### src/rtl/sigmoid_backprop_if.sv
// Handshake bundle for sigmoid_backprop: input side (y/grad_in), output side (grad_out)
// and the completed-transaction counter.
interface sigmoid_backprop_if #(
    parameter int DATA_W = 16,
    parameter int CNT_W  = 16
);
    logic                     in_valid;
    logic                     in_ready;
    logic signed [DATA_W-1:0] y;
    logic signed [DATA_W-1:0] grad_in;
    logic                     out_valid;
    logic                     out_ready;
    logic signed [DATA_W-1:0] grad_out;
    logic [CNT_W-1:0]         txn_count;

    modport master (
        output in_valid, y, grad_in, out_ready,
        input  in_ready, out_valid, grad_out, txn_count
    );

    modport slave (
        input  in_valid, y, grad_in, out_ready,
        output in_ready, out_valid, grad_out, txn_count
    );
endinterface

### src/rtl/sigmoid_backprop.sv
// Sigmoid backward pass: grad_out = grad_in * y * (1 - y) in Q4.12,
// two-stage valid/ready pipeline with a completed-output counter.
module sigmoid_backprop #(
    parameter int DATA_W = 16,
    parameter int FRAC_W = 12,
    parameter int CNT_W  = 16
) (
    input logic              clk,
    input logic              rst,
    sigmoid_backprop_if.slave bp
);
    localparam int PROD_W = 2 * FRAC_W + 1;
    localparam int D_W    = FRAC_W - 1;
    localparam int P_W    = DATA_W + FRAC_W;
    localparam logic [FRAC_W:0]   ONE_Y   = (FRAC_W + 1)'(1) << FRAC_W;
    localparam logic [PROD_W-1:0] HALF_D  = PROD_W'(1) << (FRAC_W - 1);
    localparam logic [P_W-1:0]    HALF_P  = P_W'(1) << (FRAC_W - 1);
    localparam logic [DATA_W-2:0] ONE_CMP = (DATA_W - 1)'(1) << FRAC_W;

    logic                     s1_valid_q, s1_valid_d;
    logic [D_W-1:0]           s1_d_q, s1_d_d;
    logic signed [DATA_W-1:0] s1_grad_q, s1_grad_d;
    logic                     s2_valid_q, s2_valid_d;
    logic signed [DATA_W-1:0] s2_grad_q, s2_grad_d;
    logic [CNT_W-1:0]         cnt_q, cnt_d;

    logic                     s1_load, s2_load, consume, in_ready;
    logic [FRAC_W:0]          yc;
    logic [PROD_W-1:0]        dprod;
    logic signed [P_W-1:0]    p_rnd;

    // in_ready looks through both stages so a full pipe still streams when out_ready is high
    assign s2_load  = s1_valid_q & (~s2_valid_q | bp.out_ready);
    assign in_ready = ~s1_valid_q | s2_load;
    assign s1_load  = bp.in_valid & in_ready;
    assign consume  = s2_valid_q & bp.out_ready;

    always_comb begin
        yc = '0;
        if (bp.y[DATA_W-1]) begin
            yc = '0;
        end else if (bp.y[DATA_W-2:0] > ONE_CMP) begin
            yc = ONE_Y;
        end else begin
            yc = bp.y[FRAC_W:0];
        end
        dprod = PROD_W'(yc) * PROD_W'(ONE_Y - yc) + HALF_D;
        p_rnd = P_W'(s1_grad_q) * P_W'($signed({1'b0, s1_d_q})) + $signed(HALF_P);
    end

    always_comb begin
        s1_valid_d = s1_valid_q;
        s1_d_d     = s1_d_q;
        s1_grad_d  = s1_grad_q;
        s2_valid_d = s2_valid_q;
        s2_grad_d  = s2_grad_q;
        cnt_d      = cnt_q;

        if (s1_load) begin
            s1_valid_d = 1'b1;
            s1_d_d     = dprod[2*FRAC_W-2:FRAC_W];
            s1_grad_d  = bp.grad_in;
        end else if (s2_load) begin
            s1_valid_d = 1'b0;
        end

        // The arithmetic shift then truncation reduces to a slice of the rounded product
        if (s2_load) begin
            s2_valid_d = 1'b1;
            s2_grad_d  = p_rnd[FRAC_W +: DATA_W];
        end else if (consume) begin
            s2_valid_d = 1'b0;
        end

        if (consume) begin
            cnt_d = cnt_q + 1'b1;
        end
    end

    always_ff @(posedge clk) begin
        if (rst) begin
            s1_valid_q <= 1'b0;
            s1_d_q     <= '0;
            s1_grad_q  <= '0;
            s2_valid_q <= 1'b0;
            s2_grad_q  <= '0;
            cnt_q      <= '0;
        end else begin
            s1_valid_q <= s1_valid_d;
            s1_d_q     <= s1_d_d;
            s1_grad_q  <= s1_grad_d;
            s2_valid_q <= s2_valid_d;
            s2_grad_q  <= s2_grad_d;
            cnt_q      <= cnt_d;
        end
    end

    assign bp.in_ready  = in_ready;
    assign bp.out_valid = s2_valid_q;
    assign bp.grad_out  = s2_grad_q;
    assign bp.txn_count = cnt_q;
endmodule

### src/flat_wrapper.sv
// flat-port wrapper written by rule: the top's interface ports become plain ports
module sigmoid_backprop_flat 
#(
    parameter int DATA_W = 16,
    parameter int FRAC_W = 12,
    parameter int CNT_W  = 16
)
  (clk, rst, bp_in_valid, bp_y, bp_grad_in, bp_out_ready, bp_in_ready, bp_out_valid, bp_grad_out, bp_txn_count);
  sigmoid_backprop_if #(.DATA_W(DATA_W), .CNT_W(CNT_W)) bp_i ();
  input logic clk;
  input logic rst;
  input wire logic [$bits(bp_i.in_valid)-1:0] bp_in_valid;
  input wire logic [$bits(bp_i.y)-1:0] bp_y;
  input wire logic [$bits(bp_i.grad_in)-1:0] bp_grad_in;
  input wire logic [$bits(bp_i.out_ready)-1:0] bp_out_ready;
  output wire logic [$bits(bp_i.in_ready)-1:0] bp_in_ready;
  output wire logic [$bits(bp_i.out_valid)-1:0] bp_out_valid;
  output wire logic [$bits(bp_i.grad_out)-1:0] bp_grad_out;
  output wire logic [$bits(bp_i.txn_count)-1:0] bp_txn_count;
  assign bp_i.in_valid = bp_in_valid;
  assign bp_i.y = bp_y;
  assign bp_i.grad_in = bp_grad_in;
  assign bp_i.out_ready = bp_out_ready;
  assign bp_in_ready = bp_i.in_ready;
  assign bp_out_valid = bp_i.out_valid;
  assign bp_grad_out = bp_i.grad_out;
  assign bp_txn_count = bp_i.txn_count;
  sigmoid_backprop #(.DATA_W(DATA_W), .FRAC_W(FRAC_W), .CNT_W(CNT_W)) u_core (.clk(clk), .rst(rst), .bp(bp_i));
endmodule
### config.mk
export PLATFORM = sky130hd
export DESIGN_NAME = sigmoid_backprop_flat
export DESIGN_NICKNAME = d
export VERILOG_FILES = /design/src/rtl/sigmoid_backprop_if.sv /design/src/rtl/sigmoid_backprop.sv /design/src/flat_wrapper.sv
export SDC_FILE = /design/constraint.sdc
export NUM_CORES = 1
export LEC_CHECK = 0
export ABC_CLOCK_PERIOD_IN_PS = 10700
export BUFFER_PORTS_ARGS = -buffer_cell sky130_fd_sc_hd__buf_2
export CAP_MARGIN = 30
export CORE_ASPECT_RATIO = 1.25
export CORE_MARGIN = 2
export CORE_UTILIZATION = 40
export DETAILED_ROUTE_END_ITERATION = 10
export PLACE_DENSITY = 0.61
export SKIP_CTS_REPAIR_TIMING = 1
export SLEW_MARGIN = 20
export SYNTH_ARGS = -nofsm -noshare
export SYNTH_HDL_FRONTEND = slang
export SYNTH_SLANG_ARGS = --single-unit
### constraint.sdc
create_clock -name clk -period 10.7 [get_ports clk]
set_input_delay 0.535 -clock clk [delete_from_list [all_inputs] [get_ports clk]]
set_output_delay 0.535 -clock clk [all_outputs]
set_load 0.02 [all_outputs]
=== Yosys cells after proc, flatten, opt, wreduce, memory -nomap -nowiden ===
Cells that the tools add are included.

* Register bits: 61
* Input bits: 36
* Output and inout port bits: 34
* Logic and storage cells: 28

* Add/subtract/negate cells: 4
* Multiply operators: 2
* Order comparisons: 1
* Mux-type cells: 6
* Bitwise gates (word level): 7
* Reduce and logical (&&, ||, !) cells: 2

{| class="wikitable"
|+ Operators by type and width
! kind !! count
|-
| $add A28 B13 Y28 const B || 1
|-
| $mul A16 B12 Y28 || 1
|-
| $mux W13 || 2
|-
| $mul A13 B25 Y23 || 1
|-
| $add A23 B12 Y23 const B || 1
|-
| $add A16 B1 Y16 const B || 1
|-
| $gt A15 B13 Y1 const B || 1
|-
| $sub A13 B13 Y14 const A || 1
|-
| $mux W1 || 4
|-
| $reduce_bool A2 Y1 || 2
|-
| $and A1 B1 Y1 || 3
|-
| $not A1 Y1 || 2
|-
| $or A1 B1 Y1 || 2
|}

=== Logic depth before layout (Yosys ltp) ===
Gate-level depths: netlist of the first run.

* Word-level depth: 6
* Mapped depth: 30
* Gate-level depth less buffers: 28

=== Worst setup path after synthesis of the first run ===
OpenSTA, ideal clock, no wires.

* Path kind: input-to-reg
* From: in bp_y[6]
* To: reg u_core.s1_d_q[9]
* Library setup time: 0.121 ns
* Data arrival time: 7.833 ns
* Required time: 10.579 ns
* Path slack: 2.746 ns
* Cell stages on the path: 28
* Buffers on the path: 3
* Path through: or4_4 > o31ai_4 > and3_1 > buf_6 > nand2_2 > clkbuf_1 > ha_1 > and4_4 > and3_1 > ha_1 > clkbuf_1 > or2_1 > fa_1 > inv_1 > fa_1 > fa_1 > fa_1 > inv_1 > fa_1 > inv_1 > ha_1 > ha_1 > and4_1 > a221oi_1 > nand4_1 > a311oi_1 > o21a_1 > o21ai_0

* Longest elaborated chain between the ends: 6

{| class="wikitable"
|+ RTL lines
! item !! line !! text
|-
| from (decl) || flat_wrapper.sv:13 || <nowiki>input wire logic [$bits(bp_i.y)-1:0] bp_y;</nowiki>
|-
| $gt A15 B13 Y1 || sigmoid_backprop.sv:42 || <nowiki>end else if (bp.y[DATA_W-2:0] > ONE_CMP) begin</nowiki>
|-
| $mux W13 (*) || sigmoid_backprop.sv:42 ||
|-
| $mux W13 (*) || sigmoid_backprop.sv:40 || <nowiki>if (bp.y[DATA_W-1]) begin</nowiki>
|-
| $sub A13 B13 Y14 || sigmoid_backprop.sv:47 || <nowiki>dprod = PROD_W'(yc) * PROD_W'(ONE_Y - yc) + HALF_D;</nowiki>
|-
| $mul A13 B25 Y23 (*) || sigmoid_backprop.sv:47 ||
|-
| $add A23 B12 Y23 (*) || sigmoid_backprop.sv:47 ||
|-
| to (signal assigned) || sigmoid_backprop.sv:83 || <nowiki>s1_d_q <= '0;</nowiki>
|-
| to (signal assigned) || sigmoid_backprop.sv:90 || <nowiki>s1_d_q <= s1_d_d;</nowiki>
|-
| to (decl) || sigmoid_backprop.sv:21 || <nowiki>logic [D_W-1:0] s1_d_q, s1_d_d;</nowiki>
|}

Mark *: on every way between the ends. The rest lies on a longest branch, timed or not.
A chain may end at the register's enable or synchronous reset.

=== Worst setup path after layout of the first run ===
Same ends and word-level chain as after synthesis.

==> impl_metrics.ini, run 1 <==
[outcome]
status = complete, no violations

[pwr]
p_leak_nw = 7.92
peakVddDrop_v = 0.0000971
p_total_mw = 1.73
power.density_nw_per_um2 = 110

[cells_and_area]
register_area_um2 = 1220
drive_above_1_share_pct = 7.05
synthToLayoutAreaGrowth_pct = 7.77
multi_input_area_um2 = 11800
fill_cells = 3593
stdcell_area_um2 = 15700
n_antenna_cell = 0
final_nets = 2166

[synth]
ys.flop_type = dfxtp_1
ys_top_cells_by_count = inv_1 (367), fa_1 (307), nand2_1 (188)
ys_top_cells_by_area = fa_1 (42%), ha_1 (12%), inv_1 (9.4%)
synth_warnings = 0
synth_cell_types = 65
syn_area_um2 = 14600
synth_edf_count = 0
synth_area_per_cell_um2 = 8.91
netlist.area_leader.share_pct = 42.1
netlist_instances = 1638
ys_seq_elements = 61
netlist.top_cell.by_area = fa_1
synth_most_common_cell = inv_1
synthArstFlopShare_pct = 0
yosysSeqAreaShare_pct = 8.37

[grt]
grt_use_total_pct = 18.5
grt_overflow_total = 0
antenna_found_initial = 0
grt_pass1_wl_mm = 56.7
grt_pass1_vias = 11550
grt_max_degree = 61

[clock_network]
clock_latency_ps = 350
clockRootBuffer = clkbuf_16
cts_tree = yes
htreeDepth = 3
clk_pin_slew_worst_paths_ps = 60
clkSinkCount = 61
numCtsBuffers = 9
cts_buffer_depth = 2

[route]
vias_per_cell = 4.86
ant_nets = 0
routed_wl_mm = 32.4
drtIter0Drc = 398
wl_per_cell_um = 15.0
drcViolationCount = 0
firstDrtPassIters = 5
dr_total_vias = 10529

[timing]
hold_violations = 0
fin_crit_sh_pct = 78.9
max_slew_margin_pct = 42.2
finalWorstSetupSlack_ps = 2250
rsz0062_at_grt = no
fin_skew_ps = 7.35
fin_hold_ws_ps = 418
slew_viol_final = 0
clock.fmax_mhz = 118
min_period_ps = 8450
finalSetupTns_ps = 0
setup_viol = 0
worst_pin_slew_ps = 868

[setup_path]
crit_arrival_ps = 8680
worstSetupStartpoint = bp_y[6]
cp.required_ps = 10930
critPathKind = primary input to register
cp_max_fo = 12
cp-end-kind = register
crit_path_start_kind = primary input
r2r_start = u_core.s1_d_q[3]$_SDFFE_PP0P_

[placed_design]
dpl.hpwl_mm = 26.8
numPortBuffers = 69
place_congestion = 0.859
dp_slack_ps = 1960
place_area_um2 = 15400

[floorplanning]
start_util_pct = 40.4
ioPinCount = 70
num_rows = 78
die_x_um = 175
die_y_um = 218
core_um2 = 36100
die-area_um2 = 38000

[run]
maxCapViolCount = 0

[min_path]
min_from = bp_grad_in[3]
hold_path_class = primary input to register
[metal layers]
metal | part of all wire (%) | global-route usage [%] | up-vias
li1 | - | - | 4982
met1 | 41 | 22.2 | 5314
met2 | 54 | 34.7 | 188
met3 | 3.0 | 2.04 | 45
met4 | 1.9 | 5.06 | 0
met5 | 0 | 0 | -
[placed cells by master (no fill, tap or decap), types with 7 or more instances in the layout]
| cell | netlist | layout |
|---|---|---|
| a21o_1 | 7 | 7 |
| a21oi_1 | 44 | 44 |
| and2_1 | 87 | 87 |
| and3_1 | 11 | 11 |
| buf_2 | 3 | 69 |
| clkbuf_16 | 0 | 9 |
| conb_1 | 2 | 30 |
| dfxtp_1 | 61 | 61 |
| fa_1 | 307 | 307 |
| ha_1 | 139 | 139 |
| inv_1 | 367 | 367 |
| nand2_1 | 188 | 188 |
| nand2b_1 | 46 | 46 |
| nand3_1 | 31 | 31 |
| nand4_1 | 11 | 11 |
| nor2_1 | 96 | 96 |
| nor3_1 | 15 | 15 |
| o21ai_0 | 13 | 13 |
| or2_2 | 17 | 17 |
| xnor2_1 | 23 | 23 |
| xor2_1 | 25 | 25 |
[cell families after synthesis]
kind of cell	synth area share (%)
compound gates	4.67
xor+xnor	3.22
fa+ha+maj	54.0
buf+inv	11.4
flops	8.37
mux	0.137
other cells	0.0515
simple gates	18.1
[state kept, by name, indices dropped and copies added (netlist names)]
| signal | flops |
|---|---|
| u_core.bp.grad_out | 16 |
| u_core.s1_valid_q | 1 |
| u_core.bp.out_valid | 1 |
| u_core.s1_grad_q | 16 |
| u_core.bp.txn_count | 16 |
| u_core.s1_d_q | 11 |
[report_power, final]
part,internal [mW],switching [mW]
clock network,0.191,0.113
registers,0.253,0.0714
logic,0.480,0.618
[final cells by class]
cell class | instances | share of cell area (%)
Multi-Input combinational cell | 1168 | 75.2
Inverter | 370 | 8.87
Sequential cell | 61 | 7.77
Tap cell | 480 | 3.82
Timing Repair Buffer | 74 | 2.48
Clock buffer | 11 | 1.61
Clock inverter | 4 | 0.302
[critical path, cell delays in order]
cell,delay [ps]
buf_2,100
or4_4,550
o31ai_4,350
and3_1,470
nand2_2,280
ha_1,310
and4_4,170
and3_1,190
ha_1,470
or2_1,320
fa_1,530
inv_1,50
fa_1,540
fa_1,440
fa_1,500
inv_1,50
fa_1,470
inv_1,40
ha_1,260
ha_1,320
and4_1,250
a221oi_1,480
nand4_1,300
a311oi_1,430
o21a_1,180
o21ai_0,80
[worst paths after layout]
kind,end,depth (start not counted),slack (ps)
setup / recovery,u_core.s1_d_q[9]$_SDFFE_PP0P_,26,2250
hold / removal,u_core.s1_grad_q[3]$_SDFFE_PP0P_,3,420
setup reg to reg,u_core.bp.grad_out[14]$_SDFFE_PP0P_,17,4420
hold reg to reg,u_core.bp.grad_out[13]$_SDFFE_PP0P_,2,450
[per-stage QoR]
stage                     util (%)  cells
after global routing          43.5   2168
final                         43.5   2168
after global placement        42.6   2151
after floorplan                  -   1666
after CTS                     43.5   2166
after detailed placement      42.6   2151
Power figures use the tool's default switching activity.
==> run 2, diff against run 1 <==
- ABC_CLOCK_PERIOD_IN_PS: 10700 -> 7000
- PLACE_DENSITY: 0.61 -> 0.63
- clock period: 10.7 -> 7 ns (I/O delays scaled with it)
==> impl_metrics.ini, run 2 (same netlist as run 1, synthesis figures left out) <==
[timing]
min_period_ps = 6960
hold_violations = 0
setup_viol = 0
clock.fmax_mhz = 144
worst_pin_slew_ps = 944
rsz0062_at_grt = yes
slew_viol_final = 0
fin_crit_sh_pct = 99.4
max_slew_margin_pct = 37.1
fin_hold_ws_ps = 228
fin_skew_ps = 11.6

[cells_and_area]
final_util_pct = 46.4
stdcell_area_um2 = 16700
most-common-layout-cells = inv_1 (360), fa_1 (304), nand2_1 (187)
final_nets = 2268
layout.cells.most_common = inv_1
fill_cells = 3531
drive_above_1_share_pct = 14.6
n_antenna_cell = 0
synthToLayoutAreaGrowth_pct = 14.8
finalNonFillerCells = 2269

[route]
firstDrtPassIters = 5
dr_total_vias = 10882
ant_nets = 0
wl_per_cell_um = 14.6
drtIter0Drc = 384
routed_wl_mm = 33.1
vias_per_cell = 4.80
drcViolationCount = 0

[setup_path]
cp-end-kind = register
crit_path_start_kind = primary input
crit_arrival_ps = 7260
cp_max_fo = 5
cpPeakStageDelay_ps = 560
crit_top_cell = fa_1
worst_path_max_delay_cell = fa_1
cp.required_ps = 7300
critPathKind = primary input to register

[floorplanning]
die_y_um = 218
ioPinCount = 70
num_rows = 78
core_um2 = 36100
die_x_um = 175
start_util_pct = 40.4
die-area_um2 = 38000

[grt]
grt_overflow_total = 0
grt_pass1_vias = 12114
grt_pass1_wl_mm = 58.6
grt_use_total_pct = 19.2
grt_max_degree = 61
antenna_found_initial = 0

[clock_network]
cts_tree = yes
clkSinkCount = 61
clock_latency_ps = 360
cts_buffer_depth = 2
htreeDepth = 3
clockRootBuffer = clkbuf_16
numCtsBuffers = 9
clk_pin_slew_worst_paths_ps = 50

[min_path]
hold_path_class = primary input to register

[placed_design]
numPortBuffers = 69
place_area_um2 = 16300
dpl.hpwl_mm = 28.1
place_congestion = 0.869
dp_cells = 2245

[outcome]
status = complete, no violations

[pwr]
p_leak_nw = 8.44
peakVddDrop_v = 0.000195
power.density_nw_per_um2 = 170

[run]
maxCapViolCount = 0
## run 2: changes by cell type in the layout (fill, tap and decap cells not counted), sizes merged
cell and change:
clkinvlp -1, buf +103, clkinv -1
## run 2: cell type report
type | instances | area (um^2) | area share [%]
clock buffers | 12 | 246 | 1.47
clock inverters | 2 | 35.0 | 0.209
inverters | 370 | 1390 | 8.32
multi-input cells | 1168 | 12100 | 72.1
flip-flops and latches | 61 | 1220 | 7.29
well taps | 480 | 601 | 3.59
repair buffers | 176 | 1170 | 7.00
## run 2: critical path: cells and delay by family
| family | cells | cell delay (ps) |
|---|---|---|
| AO/OA/AOI/OAI | 5 | 1410 |
| buffers and inverters | 5 | 410 |
| adder cells (fa/ha/maj) | 9 | 3730 |
| AND/OR/NAND/NOR | 7 | 1330 |
## run 2: worst paths after layout
check             slack [ps]                             endpoint                                from  cells after the start
setup / recovery          40        u_core.s1_d_q[3]$_SDFFE_PP0P_                            bp_y[10]                     26
hold / removal           230     u_core.s1_grad_q[8]$_SDFFE_PP0P_                       bp_grad_in[8]                      3
setup reg to reg         950  u_core.bp.grad_out[14]$_SDFFE_PP0P_       u_core.s1_d_q[7]$_SDFFE_PP0P_                     17
hold reg to reg          450   u_core.bp.grad_out[5]$_SDFFE_PP0P_  u_core.bp.grad_out[5]$_SDFFE_PP0P_                      2
## run 2: layer usage
metal  track usage, %  vias up  share of wire [%]
met1             22.8     5501                 41
met3             1.73       56                2.3
met2             35.7      154                 54
li1                 -     5171                  -
met4             7.22        0                3.2
met5                0        -                  0
## run 2: stage by stage
| step | setup WS (ps) | TNS [ps] | total power, mW |
|---|---|---|---|
| finish | 39.3 | 0 | 2.85 |
| global route | -219 | -1180 | 3.15 |
| CTS | -30.5 | -52.9 | 2.82 |
| detailed placement | -408 | -3240 | 2.34 |
| global placement | -310 | -2100 | 2.32 |
| floorplan | -307 | -604 | 1.78 |
## run 2: power by group
part	internal, mW	total [mW]	switching (mW)
clock network	0.280	0.448	0.168
registers	0.387	0.469	0.0828
logic	0.878	1.93	1.05
total	1.55	2.85	1.30
